$ cat config.mk
export PLATFORM = sky130hd
export DESIGN_NAME = systolic_feeder
export DESIGN_NICKNAME = d
export VERILOG_FILES = /design/src/rtl/systolic_feeder.sv
export SDC_FILE = /design/constraint.sdc
export NUM_CORES = 1
export LEC_CHECK = 0
export CAP_MARGIN = 20
export CORE_MARGIN = 2
export CORE_UTILIZATION = 65
export CTS_BUF_LIST = sky130_fd_sc_hd__clkbuf_4 sky130_fd_sc_hd__clkbuf_8 sky130_fd_sc_hd__clkbuf_16
export DETAILED_ROUTE_END_ITERATION = 10
export PLACE_DENSITY = 0.87
export SYNTH_ARGS = -nofsm -noshare
export SYNTH_HDL_FRONTEND = slang
export SYNTH_SLANG_ARGS = --single-unit
$ cat constraint.sdc
create_clock -name clk -period 7.72 [get_ports clk]
set_input_delay 1.93 -clock clk [delete_from_list [all_inputs] [get_ports clk]]
set_output_delay 1.93 -clock clk [all_outputs]
set_load 0.1 [all_outputs]
$ cat src/rtl/systolic_feeder.sv
// ----------------------------------------------------------------------------
// systolic_feeder
//   Holds two N x N matrices (A and B) loaded one element per beat in
//   row-major order. On start it streams them into the left and top edges
//   of a systolic array with the diagonal skew the array needs. It then
//   waits for the array to drain and pulses done.
//
// Ports
//   clk         sole clock, rising edge
//   rst         asynchronous, active-high reset
//   load_valid  load beat offered
//   load_ready  beat can be accepted (IDLE and start low)
//   load_sel    0 = beat targets A, 1 = beat targets B
//   load_data   element value, row-major order
//   start       request to stream the loaded matrices
//   busy        high while feeding or draining
//   done        one-cycle completion pulse
//   a_row       left-edge values; slice i drives array row i
//   b_col       top-edge values; slice j drives array column j
// ----------------------------------------------------------------------------
module systolic_feeder #(
    parameter int N         = 3,
    parameter int W         = 8,
    parameter int SKEW      = 2,
    parameter int DRAIN_CYC = 2 * N + 2
) (
    input  logic           clk,
    input  logic           rst,
    input  logic           load_valid,
    output logic           load_ready,
    input  logic           load_sel,
    input  logic [W-1:0]   load_data,
    input  logic           start,
    output logic           busy,
    output logic           done,
    output logic [N*W-1:0] a_row,
    output logic [N*W-1:0] b_col
);

    localparam int NN       = N * N;
    localparam int FEED_LEN = N + SKEW * (N - 1);
    localparam int CNT_MAX  = (FEED_LEN > DRAIN_CYC) ? FEED_LEN : DRAIN_CYC;
    localparam int CW       = $clog2(CNT_MAX + 1);
    localparam int IW       = (NN > 1) ? $clog2(NN) : 1;

    localparam logic [CW-1:0] FEED_LAST  = CW'(FEED_LEN - 1);
    localparam logic [CW-1:0] DRAIN_LAST = CW'(DRAIN_CYC - 1);
    localparam logic [IW-1:0] IDX_LAST   = IW'(NN - 1);

    typedef enum logic [1:0] {
        IDLE  = 2'd0,
        FEED  = 2'd1,
        DRAIN = 2'd2,
        DONE  = 2'd3
    } state_t;

    state_t         state_r;
    logic [CW-1:0]  cnt_r;
    logic [IW-1:0]  a_idx_r;
    logic [IW-1:0]  b_idx_r;
    logic           a_loaded_r;
    logic           b_loaded_r;
    logic           busy_r;
    logic           done_r;
    logic [N*W-1:0] a_row_r;
    logic [N*W-1:0] b_col_r;
    logic [N*W-1:0] a_row_s;
    logic [N*W-1:0] b_col_s;
    logic           a_wr_s;
    logic           b_wr_s;
    logic [W-1:0]   a_mem_r [NN];
    logic [W-1:0]   b_mem_r [NN];

    assign load_ready = (state_r == IDLE) && !start;
    assign a_wr_s     = load_valid && load_ready && !load_sel;
    assign b_wr_s     = load_valid && load_ready && load_sel;

    assign busy  = busy_r;
    assign done  = done_r;
    assign a_row = a_row_r;
    assign b_col = b_col_r;

    // Element storage; deliberately left unreset because its contents are
    // only observable after a full reload.
    always_ff @(posedge clk) begin
        if (a_wr_s) begin
            a_mem_r[a_idx_r] <= load_data;
        end
        if (b_wr_s) begin
            b_mem_r[b_idx_r] <= load_data;
        end
    end

    // Write indices and loaded flags; a full matrix is the beat writing the
    // last index, and restarting at index 0 invalidates it.
    always_ff @(posedge clk or posedge rst) begin
        if (rst) begin
            a_idx_r    <= '0;
            b_idx_r    <= '0;
            a_loaded_r <= 1'b0;
            b_loaded_r <= 1'b0;
        end else begin
            if (a_wr_s) begin
                a_idx_r <= (a_idx_r == IDX_LAST) ? '0 : a_idx_r + IW'(1);
                if (a_idx_r == IDX_LAST) begin
                    a_loaded_r <= 1'b1;
                end else if (a_idx_r == '0) begin
                    a_loaded_r <= 1'b0;
                end
            end
            if (b_wr_s) begin
                b_idx_r <= (b_idx_r == IDX_LAST) ? '0 : b_idx_r + IW'(1);
                if (b_idx_r == IDX_LAST) begin
                    b_loaded_r <= 1'b1;
                end else if (b_idx_r == '0) begin
                    b_loaded_r <= 1'b0;
                end
            end
        end
    end

    // Skewed edge values for feed step cnt_r: row/column i lags by SKEW*i
    // steps and shows zero outside its N-step window.
    always_comb begin
        a_row_s = '0;
        b_col_s = '0;
        for (int i = 0; i < N; i++) begin
            if ((int'(cnt_r) >= SKEW * i) && (int'(cnt_r) < SKEW * i + N)) begin
                a_row_s[i*W +: W] = a_mem_r[IW'(i * N + int'(cnt_r) - SKEW * i)];
                b_col_s[i*W +: W] = b_mem_r[IW'((int'(cnt_r) - SKEW * i) * N + i)];
            end else begin
                a_row_s[i*W +: W] = '0;
                b_col_s[i*W +: W] = '0;
            end
        end
    end

    // Sequencer with registered busy/done/edge outputs; cnt_r is the feed
    // step in FEED and the drain count in DRAIN.
    always_ff @(posedge clk or posedge rst) begin
        if (rst) begin
            state_r <= IDLE;
            cnt_r   <= '0;
            busy_r  <= 1'b0;
            done_r  <= 1'b0;
            a_row_r <= '0;
            b_col_r <= '0;
        end else begin
            case (state_r)
                IDLE: begin
                    a_row_r <= '0;
                    b_col_r <= '0;
                    done_r  <= 1'b0;
                    if (start && a_loaded_r && b_loaded_r) begin
                        state_r <= FEED;
                        cnt_r   <= '0;
                        busy_r  <= 1'b1;
                    end
                end
                FEED: begin
                    a_row_r <= a_row_s;
                    b_col_r <= b_col_s;
                    if (cnt_r == FEED_LAST) begin
                        state_r <= DRAIN;
                        cnt_r   <= '0;
                    end else begin
                        cnt_r <= cnt_r + CW'(1);
                    end
                end
                DRAIN: begin
                    a_row_r <= '0;
                    b_col_r <= '0;
                    if (cnt_r == DRAIN_LAST) begin
                        state_r <= DONE;
                        cnt_r   <= '0;
                        busy_r  <= 1'b0;
                        done_r  <= 1'b1;
                    end else begin
                        cnt_r <= cnt_r + CW'(1);
                    end
                end
                DONE: begin
                    a_row_r <= '0;
                    b_col_r <= '0;
                    done_r  <= 1'b0;
                    state_r <= IDLE;
                end
                default: begin
                    state_r <= IDLE;
                    cnt_r   <= '0;
                    busy_r  <= 1'b0;
                    done_r  <= 1'b0;
                    a_row_r <= '0;
                    b_col_r <= '0;
                end
            endcase
        end
    end

endmodule

### Word-level counts from Yosys, hierarchy flattened

Memories as Yosys holds them, arrays and structs flattened.
Index checks and enable logic that the tools add are counted.
Widths: inputs -> output; s select.

* add/subtract/negate cells: 11
* $mul: 3
* div/mod/pow operators: 0
* order comparisons: 5
* equality and inequality tests: 10
* shift-type cells: 0
* muxes and demuxes: 31
* bitwise gates (word level): 0
* reduce and logical (&&, ||, !) cells: 26

Operators by type and width (count)
* $pmux 24 s2: 2
* $mux 8: 6
* $mux 4: 5
* $add 4x1->4 const B: 3
* $pmux 4 s3: 1
* $mux 1: 11
* $mul 5x3->4 const B: 2
* $eq 4x3->1 const B: 2
* $eq 4x4->1 const B: 2
* $logic_and 1x1->1: 8
* $logic_not 4->1: 2
* $lt 4x3->1 const B: 2
* $pmux 2 s4: 1
* $reduce_and 2->1: 4
* $reduce_bool 2->1: 4
* $mux 2: 3
* $reduce_and 3->1: 2
* $sub 4x2->5 const B: 1
* $sub 4x3->5 const B: 1
* $add 2x4->4 const A: 1
* $add 3x4->4 const A: 1
* $add 4x2->4 const B: 1
* $add 4x3->4 const B: 1
* $eq 2x2->1 const B: 2
* 15 further kinds: 18

* register bits: 66
* latch bits: 0
* memory bits (writable): 144
* memory bits (read-only): 0
* memories: 2

Memories
* a_mem_r: words 9, bits a word 8, rd ports 3, clocked after Yosys merged registers in 0, write ports 1, RTL line 71 `logic [W-1:0] a_mem_r [NN];`
* b_mem_r: words 9, bits a word 8, rd ports 3, clocked after Yosys merged registers in 0, write ports 1, RTL line 72 `logic [W-1:0] b_mem_r [NN];`

### Depth between registers and ports, before layout

* depth in word-level cells: 6
* gate-level depth with buffers: 14

### Least setup slack after synthesis

No wires, ideal clock.

* path kind: input -> output
* start point: input start
* end point: output load_ready
* data arrival time: 3183 ps
* required time: 5790 ps
* setup slack: 2607 ps
* cell stages on the path: 1
* path buffers: 0
* cells stage by stage: nor2_1

* longest elaborated chain between the ends: 2

RTL lines
* from (decl): RTL line 33 `input logic start,`
* $logic_not 1->1: RTL line 74 `assign load_ready = (state_r == IDLE) && !start;`
* $logic_and 1x1->1: RTL line 74
* to (decl): RTL line 30 `output logic load_ready,`

Every way passes these cells.

### Worst setup path after layout

Ends and elaborated chain as after synthesis.

==> summary.txt <==
Yosys
  – Synthesized flop and latch total: 210
  – Number of flops mapped to enable cells by yosys: 144
  – Async SR Flop Fraction: 31.4%
  – Largest cells by area after synthesis: edfxtp_1 41%, dfrtp_1 16%, mux4_2 15%
  – Total number of yosys warnings: 0
  – Cells after Synth: 709
  – Synth Cell Area: 10,600 um2
  – Yosys cell types: 53
  – Synthesized Nets: 752
  – Top-area cell type share of the netlist area: 40.7%
  – Ys flop type: edfxtp_1
  – Syn_area_per_cell: 15.0 um2
  – Post-synthesis sequential area ratio: 56.3%
  – Post-synth top area cell: edfxtp_1

CTS
  – Root Buffer: clkbuf_16
  – CTS buffer count: 21
  – Setup repair bufs after CTS: 0
  – Clock Latency Late Sink: 0.50 ns
  – PostCTS Resize Cnt: 0
  – Sink Count: 210
  – H-tree depth: 1
  – CTS tree: yes
  – Max clock buf depth: 3
  – Clock transition at path regs: 0.06 ns
  – CTS hold repair buffers: 0

Die
  – Core Rows: 46
  – Die W: 132 um
  – Die Ht: 132 um
  – Top Ports: 64
  – Initial Util: 66.6%
  – Die area: 17,400 um2
  – Core area: 15,900 um2

Power and ir drop
  – Power Density: 381 nW/um2
  – Peak supply drop: 0.000294 V
  – Overall power: 4.60 mW
  – Pleak: 4.47 nW

Route
  – Number of remaining DRC errors: 0
  – Final WL: 26,500 um
  – Vias per cell: 6.99
  – Iter 0 DRT Violations: 909
  – Detail Route Antenna Nets: 0
  – Per-cell routed wire length: 26.6 um
  – Via count: 6,967
  – Drt pass-1 iters: 6

Final layout
  – Register Area: 5980 um2
  – Multi-input gate area: 4330 um2
  – P&R area growth vs syn: 13.7%
  – Post-layout util: 75.7%
  – Layout fillers: 861
  – Layout Cells excl Fill: 996
  – Net count, final: 806
  – Layout cells sized above 1: 17.0%
  – Final design area excluding fillers: 12,100 um2

Worst setup path
  – Critical path launch point type: input pin
  – CP startpoint: start
  – Critical path arrival: 3.73 ns
  – Worst EP required: 5.79 ns
  – Critical path type: input pin to primary output
  – Max stage delay on crit path: 1.14 ns
  – Critical-path cell list: clkdlybuf4s50_1 > nor2_1 > clkdlybuf4s50_1
  – R2r startpoint: cnt_r[2]
  – Crit path max fanout: 6
  – Worst path slowest cell: clkdlybuf4s50_1
  – CP endpoint kind: primary output
  – CP most frequent cell: clkdlybuf4s50_1

STA
  – Crit path time final: 5.66 ns
  – Worst-margin pin slew: 1.06 ns
  – Final setup margin: 2.06 ns
  – Period utilization: 73.3%
  – Clk_skew: 0.0112 ns
  – Final setup vio count: 0
  – Final Hold Vio Count: 0
  – Slew HR: 29.1%
  – RSZ-0062 raised after global routing: no
  – Setup_tns: 0 ns
  – Max-slew violations: 0
  – Fmax: 177 MHz
  – Min Hold Slack: 0.525 ns

Placement
  – DP Wirelength: 16,300 um
  – Dpl ws: 2.07 ns
  – Cell Area, Placed: 11,300 um2
  – Port buffer count: 63
  – Inst Count DP: 954
  – Placer Congestion: 0.838

Global route
  – Overflow after GRT: 0
  – Tot GR Track Use: 30.8%
  – Largest net degree at the start of global routing: 69
  – First-pass GRT wire length: 40,400 um
  – Antenna violations before repair: 3
  – Vias in the first global route: 6,880

Hold path
  – Hold Crit Class: flip-flop to flip-flop
  – Min-Delay Startpoint: b_loaded_r

Job
  – Max-cap violation count: 0

Status
  – Status: finished clean
[cell usage after synthesis (2+ instances only)]
master	number
a211oi_1	32
a21oi_1	26
a22o_1	4
a22oi_1	14
and2_1	7
and3_1	8
buf_1	3
buf_2	9
buf_4	11
buf_6	7
clkbuf_1	9
dfrtp_1	66
edfxtp_1	144
fa_1	2
ha_1	28
inv_1	14
inv_2	5
mux2_2	3
mux2i_1	87
mux4_2	69
nand2_1	45
nand3_1	10
nor2_1	52
nor3_1	3
nor4_1	3
o21ai_0	13
xnor2_1	4
xnor2_2	4
xor2_1	2
xor2_2	2
[final cells by class]
| cell class | count | area share, % |
|---|---|---|
| flip-flops and latches | 210 | 49.5 |
| multi-input cells | 440 | 35.9 |
| repair buffers | 71 | 5.72 |
| clock buffers | 25 | 4.80 |
| well taps | 216 | 2.24 |
| clock inverters | 12 | 1.15 |
| inverters | 19 | 0.591 |
| diodes | 3 | 0.0622 |
[logic make-up (layout without fill, tap and decap cells)]
group,Yosys count,after routing,synth area share [%]
buf+inv,59,127,3.18
compound gates,101,101,6.29
fa+ha+maj,30,30,3.68
simple gates,136,136,5.63
xor+xnor,13,13,1.67
mux,160,160,23.3
other cells,0,3,0
flops,210,210,56.3
[state kept, by name (all words and copies together) (netlist names)]
signal,cells
state_r,2
a_mem_r,72
busy,1
a_row,24
b_col,24
a_loaded_r,1
cnt_r,4
b_mem_r,72
a_idx_r,4
done,1
b_idx_r,4
b_loaded_r,1
[power breakdown]
group / internal (mW) / leakage (nW) / total [mW] / switching [mW]
registers: 1.29 / 2.18 / 1.38 / 0.0887
clock network: 0.637 / 0.354 / 1.07 / 0.432
logic: 0.803 / 1.93 / 2.15 / 1.35
[cells in the final DEF (no fill, tap or decap), types with 3 or more instances in the layout]
cell,netlist,final
inv_2,5,6
mux4_2,69,69
dfrtp_1,66,65
nand2_1,45,45
inv_1,14,13
bufinv_16,0,3
clkbuf_16,0,22
a22o_1,4,4
xnor2_1,4,4
clkdlybuf4s50_1,0,63
clkinv_2,0,3
mux2_2,3,3
buf_4,11,8
nor2_1,52,52
nor4_1,3,3
diode_2,0,3
a211oi_1,32,32
clkinv_1,0,4
mux2i_1,87,87
o21ai_0,13,13
a21oi_1,26,26
and3_1,8,8
and2_1,7,7
nand3_1,10,10
xnor2_2,4,3
a22oi_1,14,14
edfxtp_1,144,144
ha_1,28,27
[metal layers]
metal  track usage (%)  wire [um]  up-vias
li1                  -          -     2859
met5                 0          0        -
met3              10.5       3670       66
met2              48.7      12700      535
met4              8.64        648        0
met1              41.6       9540     3507
[worst paths after layout]
check,endpoint,slack [ns],cells past startpoint
min in group asynchronous,b_col[21],2.03,3
worst min-delay path,b_loaded_r,0.52,1
worst min register to register,b_loaded_r,0.52,1
worst max-delay path,load_ready,2.06,3
worst max register to register,b_col[23],3.19,10
max in group asynchronous,cnt_r[0],5.04,3
[worst max-delay path: cells and delay by family]
family / cells / cell delay (ns)
and+or+nand+nor: 1 / 0.15
buffers and inverters: 2 / 1.65
No activity file was read; power rests on OpenSTA's default activity.
